--- config.mk ---
export PLATFORM = sky130hd
export DESIGN_NAME = sub0_field_extract_flat
export DESIGN_NICKNAME = d
export VERILOG_FILES = /design/src/rtl/sub0_field_extract_if.sv /design/src/rtl/sub0_field_extract.sv /design/src/flat_wrapper.sv
export SDC_FILE = /design/constraint.sdc
export NUM_CORES = 2
export LEC_CHECK = 0
export CORE_UTILIZATION = 40
export DETAILED_ROUTE_END_ITERATION = 8
export PLACE_DENSITY_LB_ADDON = 0.1
export SYNTH_ARGS = -nofsm -noshare
export SYNTH_HDL_FRONTEND = slang
export SYNTH_SLANG_ARGS = --single-unit
--- constraint.sdc ---
create_clock -name axis_clk -period 5.9 [get_ports axis_clk]
set_clock_uncertainty 0.1 [all_clocks]
set_input_delay 1.18 -clock axis_clk [delete_from_list [all_inputs] [get_ports axis_clk]]
set_output_delay 1.18 -clock axis_clk [all_outputs]
set_load 0.02 [all_outputs]
--- src/rtl/sub0_field_extract_if.sv ---
// Bus bundle for sub0_field_extract: action/segment input side plus the PHV
// valid/ready output side.
interface sub0_field_extract_if #(
   parameter int CONT_NUM   = 8,
   parameter int PHV_WIDTH  = 896,
   parameter int DROP_CNT_W = 16
);
   logic [7:0]            i_act;
   logic                  i_act_valid;
   logic [63:0]           i_seg_lo;
   logic [63:0]           i_seg_hi;
   logic                  i_pkt_end;
   logic [PHV_WIDTH-1:0]  o_phv;
   logic [3*CONT_NUM-1:0] o_phv_vld_map;
   logic                  o_phv_valid;
   logic                  i_phv_ready;
   logic [DROP_CNT_W-1:0] o_drop_cnt;

   modport slave (
      input  i_act, i_act_valid, i_seg_lo, i_seg_hi, i_pkt_end, i_phv_ready,
      output o_phv, o_phv_vld_map, o_phv_valid, o_drop_cnt
   );

   modport master (
      output i_act, i_act_valid, i_seg_lo, i_seg_hi, i_pkt_end, i_phv_ready,
      input  o_phv, o_phv_vld_map, o_phv_valid, o_drop_cnt
   );
endinterface

--- src/rtl/sub0_field_extract.sv ---
// sub0 field extractor: pulls 2B/4B/8B fields out of a 16-byte window into a
// PHV container bank and publishes the bank at end of packet.
module sub0_field_extract #(
   parameter int CONT_NUM   = 8,
   parameter int PHV_WIDTH  = 896,
   parameter int DROP_CNT_W = 16
) (
   input logic                 axis_clk,
   input logic                 aresetn,
   sub0_field_extract_if.slave bus
);

   typedef enum logic [1:0] {
      VT_NONE = 2'b00,
      VT_2B   = 2'b01,
      VT_4B   = 2'b10,
      VT_8B   = 2'b11
   } val_type_e;

   typedef enum logic {
      SLOT_EMPTY = 1'b0,
      SLOT_FULL  = 1'b1
   } slot_state_e;

   localparam int unsigned OFF4 = 16 * CONT_NUM;
   localparam int unsigned OFF8 = 48 * CONT_NUM;

   // ------------------------------------------------------------------
   // Field extraction from the 16-byte window
   // ------------------------------------------------------------------
   val_type_e   act_type;
   logic [127:0] win;
   logic [6:0]   win_sh;
   logic [63:0]  win_top;
   logic [63:0]  ext_val;

   assign act_type = val_type_e'(bus.i_act[1:0]);
   assign win      = {bus.i_seg_lo, bus.i_seg_hi};
   assign win_sh   = {1'b0, bus.i_act[7:5], 3'b000};
   // 64 bits starting at byte b; offsets never exceed 7 so this stays in range
   assign win_top  = win[7'd127 - win_sh -: 64];

   always_comb begin
      ext_val = '0;
      case (act_type)
         VT_2B:   ext_val = {48'd0, win_top[63:48]};
         VT_4B:   ext_val = {32'd0, win_top[63:32]};
         VT_8B:   ext_val = win_top;
         default: ext_val = '0;
      endcase
   end

   // ------------------------------------------------------------------
   // S1 / S2 pipeline
   // ------------------------------------------------------------------
   logic        s1_we,  s2_we;
   logic [2:0]  s1_idx, s2_idx;
   val_type_e   s1_type, s2_type;
   logic [63:0] s1_val, s2_val;
   logic        s1_end, s2_end;

   always_ff @(posedge axis_clk) begin
      if (!aresetn) begin
         s1_we   <= 1'b0;
         s1_idx  <= '0;
         s1_type <= VT_NONE;
         s1_val  <= '0;
         s1_end  <= 1'b0;
         s2_we   <= 1'b0;
         s2_idx  <= '0;
         s2_type <= VT_NONE;
         s2_val  <= '0;
         s2_end  <= 1'b0;
      end else begin
         s1_we   <= bus.i_act_valid && (act_type != VT_NONE);
         s1_idx  <= bus.i_act[4:2];
         s1_type <= act_type;
         s1_val  <= ext_val;
         s1_end  <= bus.i_pkt_end;
         s2_we   <= s1_we;
         s2_idx  <= s1_idx;
         s2_type <= s1_type;
         s2_val  <= s1_val;
         s2_end  <= s1_end;
      end
   end

   // ------------------------------------------------------------------
   // Container bank and its merged next value
   // ------------------------------------------------------------------
   logic [15:0]           bank2 [CONT_NUM];
   logic [31:0]           bank4 [CONT_NUM];
   logic [63:0]           bank8 [CONT_NUM];
   logic [3*CONT_NUM-1:0] bank_map;

   logic [15:0]           nb2 [CONT_NUM];
   logic [31:0]           nb4 [CONT_NUM];
   logic [63:0]           nb8 [CONT_NUM];
   logic [3*CONT_NUM-1:0] nmap;
   logic [PHV_WIDTH-1:0]  phv_next;
   logic                  commit;

   assign commit = s2_end;

   always_comb begin
      nb2  = bank2;
      nb4  = bank4;
      nb8  = bank8;
      nmap = bank_map;
      if (s2_we) begin
         case (s2_type)
            VT_2B: begin
               nb2[s2_idx]            = s2_val[15:0];
               nmap[{2'b00, s2_idx}]  = 1'b1;
            end
            VT_4B: begin
               nb4[s2_idx]            = s2_val[31:0];
               nmap[{2'b01, s2_idx}]  = 1'b1;
            end
            VT_8B: begin
               nb8[s2_idx]            = s2_val;
               nmap[{2'b10, s2_idx}]  = 1'b1;
            end
            default: ;
         endcase
      end
   end

   always_comb begin
      phv_next = '0;
      for (int unsigned i = 0; i < CONT_NUM; i++) begin
         phv_next[16*i +: 16]        = nb2[i];
         phv_next[OFF4 + 32*i +: 32] = nb4[i];
         phv_next[OFF8 + 64*i +: 64] = nb8[i];
      end
   end

   // The bank clears on every commit, whether the PHV is published or dropped
   always_ff @(posedge axis_clk) begin
      if (!aresetn || commit) begin
         bank2    <= '{default: '0};
         bank4    <= '{default: '0};
         bank8    <= '{default: '0};
         bank_map <= '0;
      end else begin
         bank2    <= nb2;
         bank4    <= nb4;
         bank8    <= nb8;
         bank_map <= nmap;
      end
   end

   // ------------------------------------------------------------------
   // Output slot FSM
   // ------------------------------------------------------------------
   slot_state_e state_q, state_d;
   logic        load_out;
   logic        drop_out;

   always_ff @(posedge axis_clk) begin
      if (!aresetn) state_q <= SLOT_EMPTY;
      else          state_q <= state_d;
   end

   always_comb begin
      state_d  = state_q;
      load_out = 1'b0;
      drop_out = 1'b0;
      case (state_q)
         SLOT_EMPTY: begin
            if (commit) begin
               load_out = 1'b1;
               state_d  = SLOT_FULL;
            end
         end
         SLOT_FULL: begin
            if (commit) begin
               if (bus.i_phv_ready) load_out = 1'b1;
               else                 drop_out = 1'b1;
            end else if (bus.i_phv_ready) begin
               state_d = SLOT_EMPTY;
            end
         end
         default: state_d = SLOT_EMPTY;
      endcase
   end

   logic [PHV_WIDTH-1:0]  phv_q;
   logic [3*CONT_NUM-1:0] map_q;
   logic [DROP_CNT_W-1:0] drop_q;

   always_ff @(posedge axis_clk) begin
      if (!aresetn) begin
         phv_q  <= '0;
         map_q  <= '0;
         drop_q <= '0;
      end else begin
         if (load_out) begin
            phv_q <= phv_next;
            map_q <= nmap;
         end
         if (drop_out && (drop_q != '1)) drop_q <= drop_q + 1'b1;
      end
   end

   assign bus.o_phv         = phv_q;
   assign bus.o_phv_vld_map = map_q;
   assign bus.o_phv_valid   = (state_q == SLOT_FULL);
   assign bus.o_drop_cnt    = drop_q;

endmodule

--- src/flat_wrapper.sv ---
// flat-port wrapper written by rule: the top's interface ports become plain ports
module sub0_field_extract_flat 
#(
   parameter int CONT_NUM   = 8,
   parameter int PHV_WIDTH  = 896,
   parameter int DROP_CNT_W = 16
)
  (axis_clk, aresetn, bus_i_act, bus_i_act_valid, bus_i_seg_lo, bus_i_seg_hi, bus_i_pkt_end, bus_i_phv_ready, bus_o_phv, bus_o_phv_vld_map, bus_o_phv_valid, bus_o_drop_cnt);
  sub0_field_extract_if #(.CONT_NUM(CONT_NUM), .PHV_WIDTH(PHV_WIDTH), .DROP_CNT_W(DROP_CNT_W)) bus_i ();
  input logic axis_clk;
  input logic aresetn;
  input wire logic [$bits(bus_i.i_act)-1:0] bus_i_act;
  input wire logic [$bits(bus_i.i_act_valid)-1:0] bus_i_act_valid;
  input wire logic [$bits(bus_i.i_seg_lo)-1:0] bus_i_seg_lo;
  input wire logic [$bits(bus_i.i_seg_hi)-1:0] bus_i_seg_hi;
  input wire logic [$bits(bus_i.i_pkt_end)-1:0] bus_i_pkt_end;
  input wire logic [$bits(bus_i.i_phv_ready)-1:0] bus_i_phv_ready;
  output wire logic [$bits(bus_i.o_phv)-1:0] bus_o_phv;
  output wire logic [$bits(bus_i.o_phv_vld_map)-1:0] bus_o_phv_vld_map;
  output wire logic [$bits(bus_i.o_phv_valid)-1:0] bus_o_phv_valid;
  output wire logic [$bits(bus_i.o_drop_cnt)-1:0] bus_o_drop_cnt;
  assign bus_i.i_act = bus_i_act;
  assign bus_i.i_act_valid = bus_i_act_valid;
  assign bus_i.i_seg_lo = bus_i_seg_lo;
  assign bus_i.i_seg_hi = bus_i_seg_hi;
  assign bus_i.i_pkt_end = bus_i_pkt_end;
  assign bus_i.i_phv_ready = bus_i_phv_ready;
  assign bus_o_phv = bus_i.o_phv;
  assign bus_o_phv_vld_map = bus_i.o_phv_vld_map;
  assign bus_o_phv_valid = bus_i.o_phv_valid;
  assign bus_o_drop_cnt = bus_i.o_drop_cnt;
  sub0_field_extract #(.CONT_NUM(CONT_NUM), .PHV_WIDTH(PHV_WIDTH), .DROP_CNT_W(DROP_CNT_W)) u_core (.axis_clk(axis_clk), .aresetn(aresetn), .bus(bus_i));
endmodule
==> impl_metrics.csv <==
group,metric,value,unit
hold_path,hold_depth,1,
pwr,switching_share,25.0,%
floorplan,die-area,179000,um^2
layout,fin_nets,7838,
critical_path,cp-start-kind,"register",
routing,ant_nets,0,
timing,fin_crit,3.68,ns
routing,wire_per_inst,24.7,um
flow_run,drv_cap,0,
timing,setup_viol,0,
logic_synthesis,ys.flop_type,"dfxtp_1",
pwr,seq_power_share,47.6,%
logic_synthesis,yosysSeqAreaShare,56.5,%
timing,period_share,62.4,%
routing,via_per_inst,5.20,
critical_path,crit_type,"reg2reg",
clock_network,cts.sinks,1999,
pwr,power_frac_clock,43.4,%
layout,drive_gt1_share,7.52,%
global_route,antenna_found_initial,14,
timing,worstMarginPinSlew,1.24,ns
clock_network,cts_tree,"done",
clock_network,cts_made_buffers,205,
logic_synthesis,synth.avg_cell_area,10.2,um^2
floorplan,coreArea,176000,um^2
routing,drc,0,
hold_path,worst_hold_path.endpoint,"u_core.s2_val[15]",
global_route,grt_pass1_vias,50180,
layout,area_growth,26.8,%
clock_network,ctsLongestPathBuffers,3,
placement,gp_congestion,0.875,
routing,vias,53063,
layout,fillCellCount,16230,
floorplan,start_util,40.2,%
critical_path,cpPeakStageDelay,0.87,ns
floorplan,die_y,423,um
clock_network,path_clk_slew,0.06,ns
timing,fin_tns_setup,0,ns
clock_network,cts_resized,0,
critical_path,worstPathRequired,6.53,ns
layout,fin_cells,10204,
clock_network,clkLatencyLatePin,0.86,ns
logic_synthesis,yosys_register_bits,1999,
critical_path,cp-end-kind,"register",
hold_path,worstHoldStart,"u_core.s1_val[15]",
pwr,pwr-share-comb,9.0,%
logic_synthesis,async_reset_ff_share,0,%
placement,place_inst,9829,
global_route,grt_start_max_net_pins,206,
pwr,power.internal,22.3,mW
placement,dpl.hpwl,166,mm
critical_path,r2r_cells,5,
clock_network,cts.root.buffer_cell,"clkbuf_16",
floorplan,fp-row-count,154,
global_route,grt.overflow.total,0,
timing,max_slew_margin,17.5,%
pwr,cellPowerDensity,332,nW/um^2
pwr,ir_worst_vdd,0.000291,V
routing,totalWireLength,252,mm
timing,slew_viol_final,0,
clock_network,holdBufCountCts,0,
routing,drtPass1Iterations,5,
logic_synthesis,syn_nets,7097,
clock_network,postCtsSetupBuffers,0,
global_route,grt_use_total,27.3,%
critical_path,worst-endpoint-arrival,4.32,ns
logic_synthesis,synth-edff-count,0,
routing,first_iter_violations,3233,
floorplan,die_x,423,um
pwr,p_switching,7.45,mW
layout,final_common_cell,"dfxtp_1",
timing,fmax,271,MHz
layout,final_cell_mix,"dfxtp_1 (1967), nor2_1 (1924), clkdlybuf4s50_1 (1065)",
critical_path,rrSetupSlack,2.22,ns
critical_path,r2r_start,"u_core.s2_idx[0]",
hold_path,hold_class,"reg2reg",
logic_synthesis,synth.yosys.warnings,0,
timing,rsz0062_at_grt,"false",
floorplan,ios,1078,
critical_path,cp_cell_sequence,"nor4bb_2 > nand3_4 > buf_4 > mux2i_1 > a211oi_1",
logic_synthesis,synth_cell_types,59,
critical_path,cp_max_fo,35,
timing,hold_viol_final,0,
pwr,leakagePower,33.3,nW
critical_path,crit_slowest_cell,"nor4bb_2",
global_route,grt_pass1_wl,358,mm
outcome,status,"finished clean",
timing,hold_slack,0.330,ns
placement,io_buffer_count,1069,
clock_network,htree_levels,4,
critical_path,reg2reg_to,"u_core.bus.o_phv[483]",
logic_synthesis,syn_inst,6955,
logic_synthesis,synth_area,70800,um^2
[routing by layer]
metal	GRT usage (%)	part of all wire, %
met5	0	0.0052
met3	5.80	5.5
met4	15.0	5.8
met1	32.3	40
met2	46.1	48
[Yosys cell counts (5+ instances only)]
master | number | share of area, %
a211oi_1 | 928 | 9.8
a21oi_1 | 60 | 0.42
a221oi_1 | 8 | 0.099
a22oi_1 | 18 | 0.19
a311oi_1 | 5 | 0.062
and2_1 | 81 | 0.72
buf_1 | 6 | 0.032
buf_2 | 65 | 0.46
buf_4 | 40 | 0.42
buf_6 | 21 | 0.33
clkbuf_1 | 518 | 2.7
dfxtp_1 | 1999 | 57
inv_1 | 9 | 0.048
mux2_2 | 42 | 0.67
mux2i_1 | 995 | 14
mux4_2 | 38 | 1.2
nand2_1 | 28 | 0.15
nand2b_1 | 8 | 0.071
nand3_1 | 13 | 0.092
nor2_1 | 1929 | 10
nor2_4 | 8 | 0.13
nor2b_1 | 12 | 0.11
nor3_1 | 6 | 0.042
o21ai_0 | 8 | 0.057
o221ai_1 | 22 | 0.27
o22ai_1 | 12 | 0.11
or2_2 | 5 | 0.044
or3_1 | 9 | 0.080
xnor2_1 | 11 | 0.14
[logic make-up after synthesis]
kind of cell	share of synthesized area (%)
AOI/OAI and AO/OA	11.3
adders and majority gates	0.0177
buffers and inverters	4.05
xor gates and xnor gates	0.148
and+or+nand+nor	12.0
muxes	15.9
DFF	56.5
[sequential cells by signal, indices dropped and copies added, names as in the netlist, 3 cells and up]
register / count
u_core.s2_val: 64
u_core.s1_val: 64
u_core.bank4: 256
u_core.bus.o_phv: 896
u_core.bus.o_phv_vld_map: 24
u_core.bank_map: 24
u_core.bank2: 128
u_core.s2_idx: 3
u_core.s1_idx: 3
u_core.bus.o_drop_cnt: 16
u_core.bank8: 512
[worst max path at each step]
stage                          start               endpoint  slack (ns)  depth (start not counted)
floorplan               bus_i_act[6]      u_core.s1_val[27]        3.08                          7
global route        u_core.s2_idx[0]  u_core.bus.o_phv[483]        2.05                          5
CTS                 u_core.s2_idx[0]  u_core.bus.o_phv[483]        2.18                          5
finish              u_core.s2_idx[0]  u_core.bus.o_phv[483]        2.22                          5
global placement        bus_i_act[7]      u_core.s1_val[10]        2.04                          5
detailed placement      bus_i_act[7]       u_core.s1_val[8]        2.03                          5
[cell type report]
type	instances	area, um^2	area share, %
Sequential cell	1999	40100	44.6
Clock buffer	299	5930	6.61
Antenna cell	6	15.0	0.0167
Tap cell	2340	2930	3.26
Multi-Input combinational cell	4295	28000	31.2
Timing Repair Buffer	1184	11900	13.3
Clock inverter	70	820	0.913
Inverter	11	48.8	0.0544
[stage by stage]
stage	utilization [%]	cell area, um^2	total power, mW	worst slack, ns
after floorplan	-	70800	15.7	3.08
after CTS	51.0	89700	30.0	2.18
after detailed placement	47.2	83000	17.2	2.03
final	51.0	89800	29.8	2.22
after global routing	51.0	89800	30.8	2.05
after global placement	47.2	83000	17.1	2.04
[power groups by stage]
stage / clock, mW / combinational [mW] / sequential (mW)
detailed placement: 0 / 2.68 / 14.5
finish: 12.9 / 2.67 / 14.2
global placement: 0 / 2.67 / 14.5
floorplan: 0 / 1.03 / 14.7
CTS: 13.2 / 2.68 / 14.2
global route: 13.7 / 2.82 / 14.2
[critical path: cells and delay by family, from the launching register on]
| family | cells | cell delay [ns] |
|---|---|---|
| compound gates | 1 | 0.29 |
| flops | 1 | 0.59 |
| simple gates | 2 | 1.63 |
| buf+inv | 1 | 0.63 |
| mux | 1 | 0.24 |
No activity file was read; power rests on OpenSTA's default activity.
